<file path="src/rtl/uart_matrix_loader.sv">
// uart_matrix_loader: turns the UART byte stream into two N x N operand matrices
// (A then B, row-major), fires the multiplier once both are loaded, and waits
// for mult_done. A long gap between bytes inside a frame aborts the frame.
module uart_matrix_loader #(
    parameter int unsigned N              = 10,
    parameter int unsigned DATA_W         = 8,
    parameter int unsigned TIMEOUT_CYCLES = 1_000_000
) (
    input  logic                 clk,
    input  logic                 reset,
    input  logic [7:0]           rx_data,
    input  logic                 rx_ready,
    input  logic                 mult_done,
    output logic                 wr_en,
    output logic                 wr_sel,
    output logic [$clog2(N)-1:0] wr_row,
    output logic [$clog2(N)-1:0] wr_col,
    output logic [DATA_W-1:0]    wr_data,
    output logic                 start,
    output logic                 busy,
    output logic                 frame_err,
    output logic                 overrun
);

    localparam int unsigned IDX_W = $clog2(N);
    localparam int unsigned TMO_W = $clog2(TIMEOUT_CYCLES + 1);
    localparam logic [IDX_W-1:0] LAST_IDX = IDX_W'(N - 1);
    localparam logic [TMO_W-1:0] TMO_LAST = TMO_W'(TIMEOUT_CYCLES - 1);

    typedef enum logic [2:0] {
        S_IDLE,
        S_LOAD_A,
        S_LOAD_B,
        S_FIRE,
        S_WAIT_MULT
    } state_t;

    state_t           state;
    logic             rx_ready_d;
    logic             sel;
    logic [IDX_W-1:0] row;
    logic [IDX_W-1:0] col;
    logic [TMO_W-1:0] tmo;

    logic             strobe_c;
    logic             last_elem_c;
    logic             sel_nx_c;
    logic [IDX_W-1:0] row_nx_c;
    logic [IDX_W-1:0] col_nx_c;
    state_t           load_nx_c;

    // Rising edge of the UART ready level: one strobe per byte.
    assign strobe_c    = rx_ready & ~rx_ready_d;
    assign last_elem_c = (row == LAST_IDX) && (col == LAST_IDX);

    // Next write position (row-major, wraps into the other matrix) and the
    // load state that follows the current write.
    always_comb begin
        sel_nx_c  = sel;
        row_nx_c  = row;
        col_nx_c  = col + IDX_W'(1);
        load_nx_c = sel ? S_LOAD_B : S_LOAD_A;
        if (col == LAST_IDX) begin
            col_nx_c = '0;
            if (row == LAST_IDX) begin
                row_nx_c = '0;
                sel_nx_c = ~sel;
            end else begin
                row_nx_c = row + IDX_W'(1);
            end
        end
        if (last_elem_c) begin
            load_nx_c = sel ? S_FIRE : S_LOAD_B;
        end
    end

    // Loader FSM with registered write port, handshake and status outputs.
    always_ff @(posedge clk or negedge reset) begin
        if (!reset) begin
            state      <= S_IDLE;
            rx_ready_d <= 1'b0;
            sel        <= 1'b0;
            row        <= '0;
            col        <= '0;
            tmo        <= '0;
            wr_en      <= 1'b0;
            wr_sel     <= 1'b0;
            wr_row     <= '0;
            wr_col     <= '0;
            wr_data    <= '0;
            start      <= 1'b0;
            busy       <= 1'b0;
            frame_err  <= 1'b0;
            overrun    <= 1'b0;
        end else begin
            rx_ready_d <= rx_ready;
            wr_en      <= 1'b0;
            start      <= 1'b0;
            case (state)
                S_IDLE, S_LOAD_A, S_LOAD_B: begin
                    if (strobe_c) begin
                        // A strobe always wins over an expiring timeout.
                        wr_en   <= 1'b1;
                        wr_sel  <= sel;
                        wr_row  <= row;
                        wr_col  <= col;
                        wr_data <= DATA_W'(rx_data);
                        sel     <= sel_nx_c;
                        row     <= row_nx_c;
                        col     <= col_nx_c;
                        tmo     <= '0;
                        state   <= load_nx_c;
                        if (state == S_IDLE) begin
                            frame_err <= 1'b0;
                            busy      <= 1'b1;
                        end
                    end else if (state != S_IDLE) begin
                        if (tmo == TMO_LAST) begin
                            // Abort: buffer contents stay, indices restart.
                            state     <= S_IDLE;
                            frame_err <= 1'b1;
                            busy      <= 1'b0;
                            overrun   <= 1'b0;
                            sel       <= 1'b0;
                            row       <= '0;
                            col       <= '0;
                            tmo       <= '0;
                        end else begin
                            tmo <= tmo + TMO_W'(1);
                        end
                    end
                end
                S_FIRE: begin
                    start <= 1'b1;
                    tmo   <= '0;
                    state <= S_WAIT_MULT;
                end
                S_WAIT_MULT: begin
                    tmo <= '0;
                    if (mult_done) begin
                        state   <= S_IDLE;
                        busy    <= 1'b0;
                        overrun <= 1'b0;
                    end else if (strobe_c) begin
                        overrun <= 1'b1;
                    end
                end
                default: begin
                    state <= S_IDLE;
                end
            endcase
        end
    end

endmodule

</file>
<file path="config.mk">
export PLATFORM = sky130hd
export DESIGN_NAME = uart_matrix_loader
export DESIGN_NICKNAME = d
export VERILOG_FILES = /design/src/rtl/uart_matrix_loader.sv
export SDC_FILE = /design/constraint.sdc
export NUM_CORES = 1
export LEC_CHECK = 0
export ABC_AREA = 1
export CAP_MARGIN = 20
export CORE_MARGIN = 3
export CORE_UTILIZATION = 25
export CTS_CLUSTER_SIZE = 10
export DETAILED_ROUTE_END_ITERATION = 16
export GPL_TIMING_DRIVEN = 0
export PLACE_DENSITY = 0.39
export SLEW_MARGIN = 20
export SYNTH_ARGS = -nofsm -noshare
export SYNTH_HDL_FRONTEND = slang
export SYNTH_SLANG_ARGS = --single-unit
</file>
<file path="constraint.sdc">
create_clock -name clk -period 1.8 [get_ports clk]
set_input_delay 0.36 -clock clk [delete_from_list [all_inputs] [get_ports clk]]
set_output_delay 0.36 -clock clk [all_outputs]
set_load 0.005 [all_outputs]
</file>
==> results.md, run 1 <==
* Synth top area cells: dfrtp_1, nand2_1, nor2_1, inv_1, nand3_1
* Initial antenna violation count at 0
* Peak VDD IR at 0.496 mV
* Hold path start: wr_col[2]$_DFFE_PN0P_
* Worst hold path type: reg2reg
* Top delay family on crit path: simple AND/OR/NAND/NOR gates
* Most numerous cell on the critical path: nand3_1
* Worst EP arrival at 1.88 ns
* ANT cells at 0
* Clk sink count at 55
* Via count at 2,397
* Reg clk slew, reported paths at 0.08 ns
* Root buffer cell: clkbuf_16
* Final HPWL DP at 5290 um
* Tcrit/Tclk final at 93.7%
* Place WS at -0.192 ns
* Layout overhead on the synthesized area at 25.6%
* Reg2reg path depth at 8
* R2r setup slk at 0.11 ns
* Post-synthesis cell type count at 33
* Data required time of the critical path at 2.00 ns
* Critical Path Start Type: flop
* Critical path peak fanout at 9
* Final setup vio count at 0
* Hold Path End: wr_col[2]$_DFFE_PN0P_
* Highest clock rate at 593 MHz
* Util after Layout at 32.3%
* Syn. warnings at 0
* Vias in the first global route at 2,388
* Most used DFF post-synth: dfrtp_1
* Outcome: finished, final reports clean
* Via-to-Cell Ratio at 4.33
* DR WL/cell at 13.1 um
* Leak Pwr at 1.70 nW
* WL final at 7270 um
* Worst Max-Slew Pin Slew at 0.468 ns
* Area share of the largest cell type after synthesis at 46.7%
* CTS Buf Count at 5
* Gate Count Post-Synth at 365
* First-pass GRT wire length at 12,000 um
* Clock skew at 0.00321 ns
* DIE WIDTH at 115 um
* Antenna Nets Post-Route at 0
* Syn avg cell area at 8.07 um^2
* H-tree depth at 2
* Tmin final at 1.69 ns
* #FFs+latches synth at 55
* Max Cap Viol at 0
* Total GRT Usage at 11.8%
* CP Class: reg2reg
* CP endpoint kind: flop
* Post-Syn Nets at 383
* Slew headroom at 68.7%
* Power Density at 1320 nW/um^2
* Largest net degree at the start of global routing at 38
* Slowest-stage cell, CP: dfrtp_1
* Area of the die at 13,100 um^2
* Ports at 34
* Worst skew pair latency at 0.31 ns
* Drt initial violations at 75
* DRC viols at 0
* GPL Wtd Cong at 0.809
* Crit path buf inv count at 0
* Final #Nets at 428
* Crit path largest cell delay at 0.41 ns
* Post-synth EDFFs at 0
* Capturing point of the worst reg2reg path: tmo[10]$_DFFE_PN0P_
* Post-Syn Area at 2940 um^2
* DR pass1 iterations at 4
* Area of the core at 11,500 um^2
* Final Hold Viols at 0
* Site Rows at 39
* TritonCTS clock tree: done
* Bufs on Longest Clock Path at 2
* Layout cell share with drive strength beyond 1 at 14.8%
* Grt ovf at 0
* Die height at 115 um
* Post-synthesis sequential area ratio at 46.7%
* Post-synthesis async set-or-reset flop share at 100%
* Starting density of the core at 25.7%
* Post-synth top cells: nand2_1, dfrtp_1, nor2_1, inv_1, nand3_1
* Area leader, netlist: dfrtp_1
* PortBufs at 33
* Worst-path cell chain: ha_1 -> nand3_1 -> nor2_1 -> nand3_2 -> nand3_1 -> nand2_4 -> nand2_1 -> a21oi_2
* Setup ws final at 0.113 ns
* WHS Path Cells at 2
* Final Slew Violations at 0
* Reg2reg start: tmo[0]$_DFFE_PN0P_
* Most frequent cell after synthesis: nand2_1
worst max path at each step:
stage,from,to,cells past startpoint
final,tmo[0]$_DFFE_PN0P_,tmo[10]$_DFFE_PN0P_,8
after global routing,tmo[0]$_DFFE_PN0P_,tmo[10]$_DFFE_PN0P_,8
after CTS,tmo[0]$_DFFE_PN0P_,tmo[10]$_DFFE_PN0P_,8
after detailed placement,rx_ready,wr_col[1]$_DFFE_PN0P_,7
after global placement,reset,tmo[12]$_DFFE_PN0P_,1
after floorplan,tmo[0]$_DFFE_PN0P_,tmo[18]$_DFFE_PN0P_,9
per-stage QoR:
step                      power, mW  instances  area [um^2]  TNS, ns  hold WS [ns]
after global routing           5.27        554         3700  -0.0108         0.502
after global placement         3.71        541         3450   -93.15         0.459
after detailed placement       3.71        542         3470    -3.63         0.260
after floorplan                2.92        365         2940        0        0.0644
after CTS                      4.95        551         3660        0         0.480
final                          4.88        554         3700        0         0.472
state kept, by name (all words and copies together), names as in the netlist, 3 cells and up:
| register | cells |
|---|---|
| wr_row | 4 |
| wr_data | 8 |
| wr_col | 4 |
| col | 4 |
| tmo | 20 |
| state | 3 |
| row | 4 |
final cells by class:
cell class | count | area [um^2]
plain buffers | 5 | 30.0
fillers | 1212 | 7770
inverters | 45 | 176
well taps | 143 | 179
clock buffers | 5 | 125
multi-input cells | 260 | 1380
flip-flops and latches | 55 | 1380
clock inverters | 3 | 47.5
repair buffers | 38 | 380
what timing repair did:
action | CTS | global route
endpoints found under the setup margin | 4 | 24
hold buffers | 1 | 0
gates resized for setup | 1 | 6
endpoints found under the hold margin | 18 | 0
buffers inserted | 0 | 3
pin swaps | 0 | 1
kinds of logic (layout without fill, tap and decap cells):
group,count (synthesis),after routing,share of synthesized area (%)
buffers and inverters,50,96,6.93
adder cells (fa/ha/maj),6,6,2.55
AND/OR/NAND/NOR,208,208,34.1
AO/OA/AOI/OAI,40,40,7.86
XOR/XNOR,6,6,1.78
flip-flops,55,55,46.7
placed cells by master, fill, tap and decap left out, drive strengths merged:
| cell type | netlist | layout |
|---|---|---|
| clkdlybuf4s50 | 0 | 32 |
| o2111ai | 1 | 1 |
| dlygate4sd3 | 0 | 1 |
| nor3b | 1 | 1 |
| inv | 45 | 46 |
| o22ai | 1 | 1 |
| a21oi | 12 | 12 |
| nor2 | 47 | 47 |
| clkbuf | 1 | 6 |
| nand2 | 119 | 119 |
| nand3b | 1 | 1 |
| nor3 | 11 | 11 |
| dfrtp | 55 | 55 |
| bufinv | 0 | 1 |
| nand3 | 20 | 20 |
| nand4 | 9 | 9 |
| xor2 | 6 | 6 |
| buf | 4 | 9 |
| o21ai | 26 | 26 |
| ha | 6 | 6 |
| clkinv | 0 | 1 |
worst reg2reg max path, delay by kind of cell, from the launching register on:
kind,cells,cell delay (ns)
DFF,1,0.41
adders and majority gates,1,0.22
AOI/OAI and AO/OA,1,0.06
and+or+nand+nor,6,0.89
routing by layer:
layer	vias to the layer above	GRT usage, %	part of all wire (%)
li1	1255	-	-
met4	0	4.51	1.6
met3	7	2.59	2.1
met2	20	19.4	49
met1	1115	15.1	47
met5	-	0	0
where the power goes:
part           internal (mW)  total (mW)  switching (mW)  leakage [nW]
sequential              1.55        1.78           0.228         0.728
combinational          0.816        1.92            1.10         0.882
clock                  0.666        1.18           0.510        0.0844
total                   3.03        4.88            1.84          1.70
No activity file was read; power rests on OpenSTA's default activity.
==> run 2: changes to the inputs <==
Settings changed: CORE_UTILIZATION 25 to 56, PLACE_DENSITY 0.39 to 0.77.
==> run 2 against run 1 <==
  * Design area decreased by 6.3%
  * Flip-flop and latch count did not move
  * Total power is 11% lower
  * Die area decreased by 53%
  * Via count grew 2.5%
  * Non-clock buffer count down 4
  * Count of clock-buffer cells in the layout up 1
  * Sequential power hardly changed
  * First-iteration DRC count is 100% higher
  * Cell count fell by 15%
  * Wire length decreased by 17%
  * Critical path type unchanged
  * Largest cell class is now flip-flops and latches
==> results.md, run 2 (synthesized netlist as in run 1, its figures left out) <==
* Commonest cells after routing, fill and taps aside: nand2_1, dfrtp_1, nor2_1
* Worst EP arrival at 1.88 ns
* Max Cap Viol at 0
* Initial antenna violation count at 0
* Worst hold path type: in2async
* Post-route cell area at 3470 um^2
* Antenna Nets Post-Route at 0
* Grt ovf at 0
* Crit path largest cell delay at 0.39 ns
* Via-to-Cell Ratio at 5.19
* Multi-input gate area at 1370 um^2
* Root buffer cell: clkbuf_8
* Die height at 78.5 um
* Data required time of the critical path at 2.01 ns
* Vias in the first global route at 2,462
* Leak Pwr at 1.63 nW
* CTS Buf Count at 5
* Fill cells at 430
* Total GRT Usage at 22.0%
* Tmin final at 1.67 ns
* ANT cells at 0
* WL final at 6030 um
* Ports at 34
* Reg clk slew, reported paths at 0.10 ns
* Clk sink count at 55
* Power Density at 1250 nW/um^2
* PortBufs at 33
* Layout cell share with drive strength beyond 1 at 13.5%
* Top reg by flops: tmo
* Site Rows at 25
* Largest net degree at the start of global routing at 56
* Via count at 2,456
* GPL Wtd Cong at 0.874
* Peak VDD IR at 0.750 mV
* Highest clock rate at 598 MHz
* CP endpoint kind: flop
* Placed Area at 3360 um^2
* Most numerous cell on the critical path: nand3_1
* Layout overhead on the synthesized area at 17.8%
* DR pass1 iterations at 4
* Final #Nets at 424
* Critical path peak fanout at 9
* Drt initial violations at 150
* Clock skew at 0.00746 ns
* Place WS at -0.0982 ns
* Final Slew Violations at 0
* Slowest-stage cell, CP: dfrtp_1
* Worst Max-Slew Pin Slew at 0.675 ns
* Area of the core at 4910 um^2
* TritonCTS clock tree: done
* Tcrit/Tclk final at 92.8%
* Final Hold Viols at 0
* RSZ-0062 raised after global routing: false
* Area of the die at 6160 um^2
* CP Class: reg2reg
* Worst skew pair latency at 0.31 ns
* H-tree depth at 2
* Critical Path Start Type: flop
* Bufs on Longest Clock Path at 2
* Max reg flops at 20
* DIE WIDTH at 78.5 um
* Final setup vio count at 0
* DRC viols at 0
* Worst-path cell chain: ha_1 -> nand3_1 -> nor2_1 -> nand3_2 -> nand3_1 -> nand2_2 -> nand2_1 -> a21oi_2
* Number of hold buffers added after cts at 0
* Starting density of the core at 59.9%
* DR WL/cell at 12.7 um
* Regs by FF count: tmo (20), wr_data (8)
* First-pass GRT wire length at 10,900 um
* Outcome: finished, final reports clean
* Seq. cell area at 1380 um^2
* Setup ws final at 0.129 ns
* Final HPWL DP at 4500 um
* Commonest non-fill, non-tap cell in the layout: nand2_1
* Slew headroom at 55.0%
==> run 2: cell count changes in the layout (fill, tap and decap cells not counted), moves of 2 or more <==
cell       previous run  this run
buf_4                 4         2
clkbuf_16             5         0
clkbuf_8              0         6
nor2_1               35        37
nor2_2                8         6
==> run 2: metal layers <==
metal | vias up | global-route usage (%) | wire [um]
li1 | 1242 | - | -
met1 | 1158 | 27.0 | 2750
met2 | 48 | 39.3 | 3030
met3 | 8 | 4.82 | 177
met4 | 0 | 5.07 | 68
met5 | - | 0 | 0
==> run 2: final cells by class <==
type	instances	area share, %
plain buffers	5	0.866
clock buffers	6	2.38
clock inverters	1	0.253
inverters	45	5.09
multi-input cells	260	39.6
flip-flops and latches	55	39.7
well taps	67	2.42
repair buffers	34	9.67
==> run 2: critical path: cells and delay by family (launching register included) <==
family	cells	cell delay [ns]
AOI/OAI and AO/OA	1	0.06
and+or+nand+nor	6	0.91
DFF	1	0.39
adders and majority gates	1	0.21
==> run 2: final timing paths <==
check / depth (start not counted) / from / end / slack (ns)
worst max register to register: 8 / tmo[1]$_DFFE_PN0P_ / tmo[10]$_DFFE_PN0P_ / 0.13
min in group clk: 2 / wr_data[2]$_DFFE_PN0P_ / wr_data[2]$_DFFE_PN0P_ / 0.48
worst max-delay path: 8 / tmo[1]$_DFFE_PN0P_ / tmo[10]$_DFFE_PN0P_ / 0.13
worst min-delay path: 1 / reset / wr_data[5]$_DFFE_PN0P_ / 0.07
max in group asynchronous: 1 / reset / wr_data[3]$_DFFE_PN0P_ / 1.27
worst min register to register: 2 / wr_data[2]$_DFFE_PN0P_ / wr_data[2]$_DFFE_PN0P_ / 0.48
==> run 2: through the flow <==
| step | TNS [ns] | util (%) | hold WS (ns) | cells | power [mW] |
|---|---|---|---|---|---|
| after floorplan | 0 | - | 0.0644 | 365 | 2.92 |
| after global placement | -70.63 | 68.4 | 0.455 | 465 | 3.59 |
| after detailed placement | -1.09 | 68.3 | 0.445 | 465 | 3.64 |
| after CTS | 0 | 70.2 | 0.101 | 472 | 4.37 |
| after global routing | 0 | 70.6 | 0.124 | 473 | 4.68 |
| final | 0 | 70.6 | 0.0704 | 473 | 4.35 |
==> run 2: report_power, final <==
part	switching [mW]	leakage, nW	internal [mW]
registers	0.214	0.728	1.55
logic	1.08	0.855	0.791
clock network	0.403	0.0477	0.310
==> run 2: repair_timing <==
action	CTS	global route
endpoints found under the setup margin	0	17
resized for setup	0	4
buffers inserted	0	1
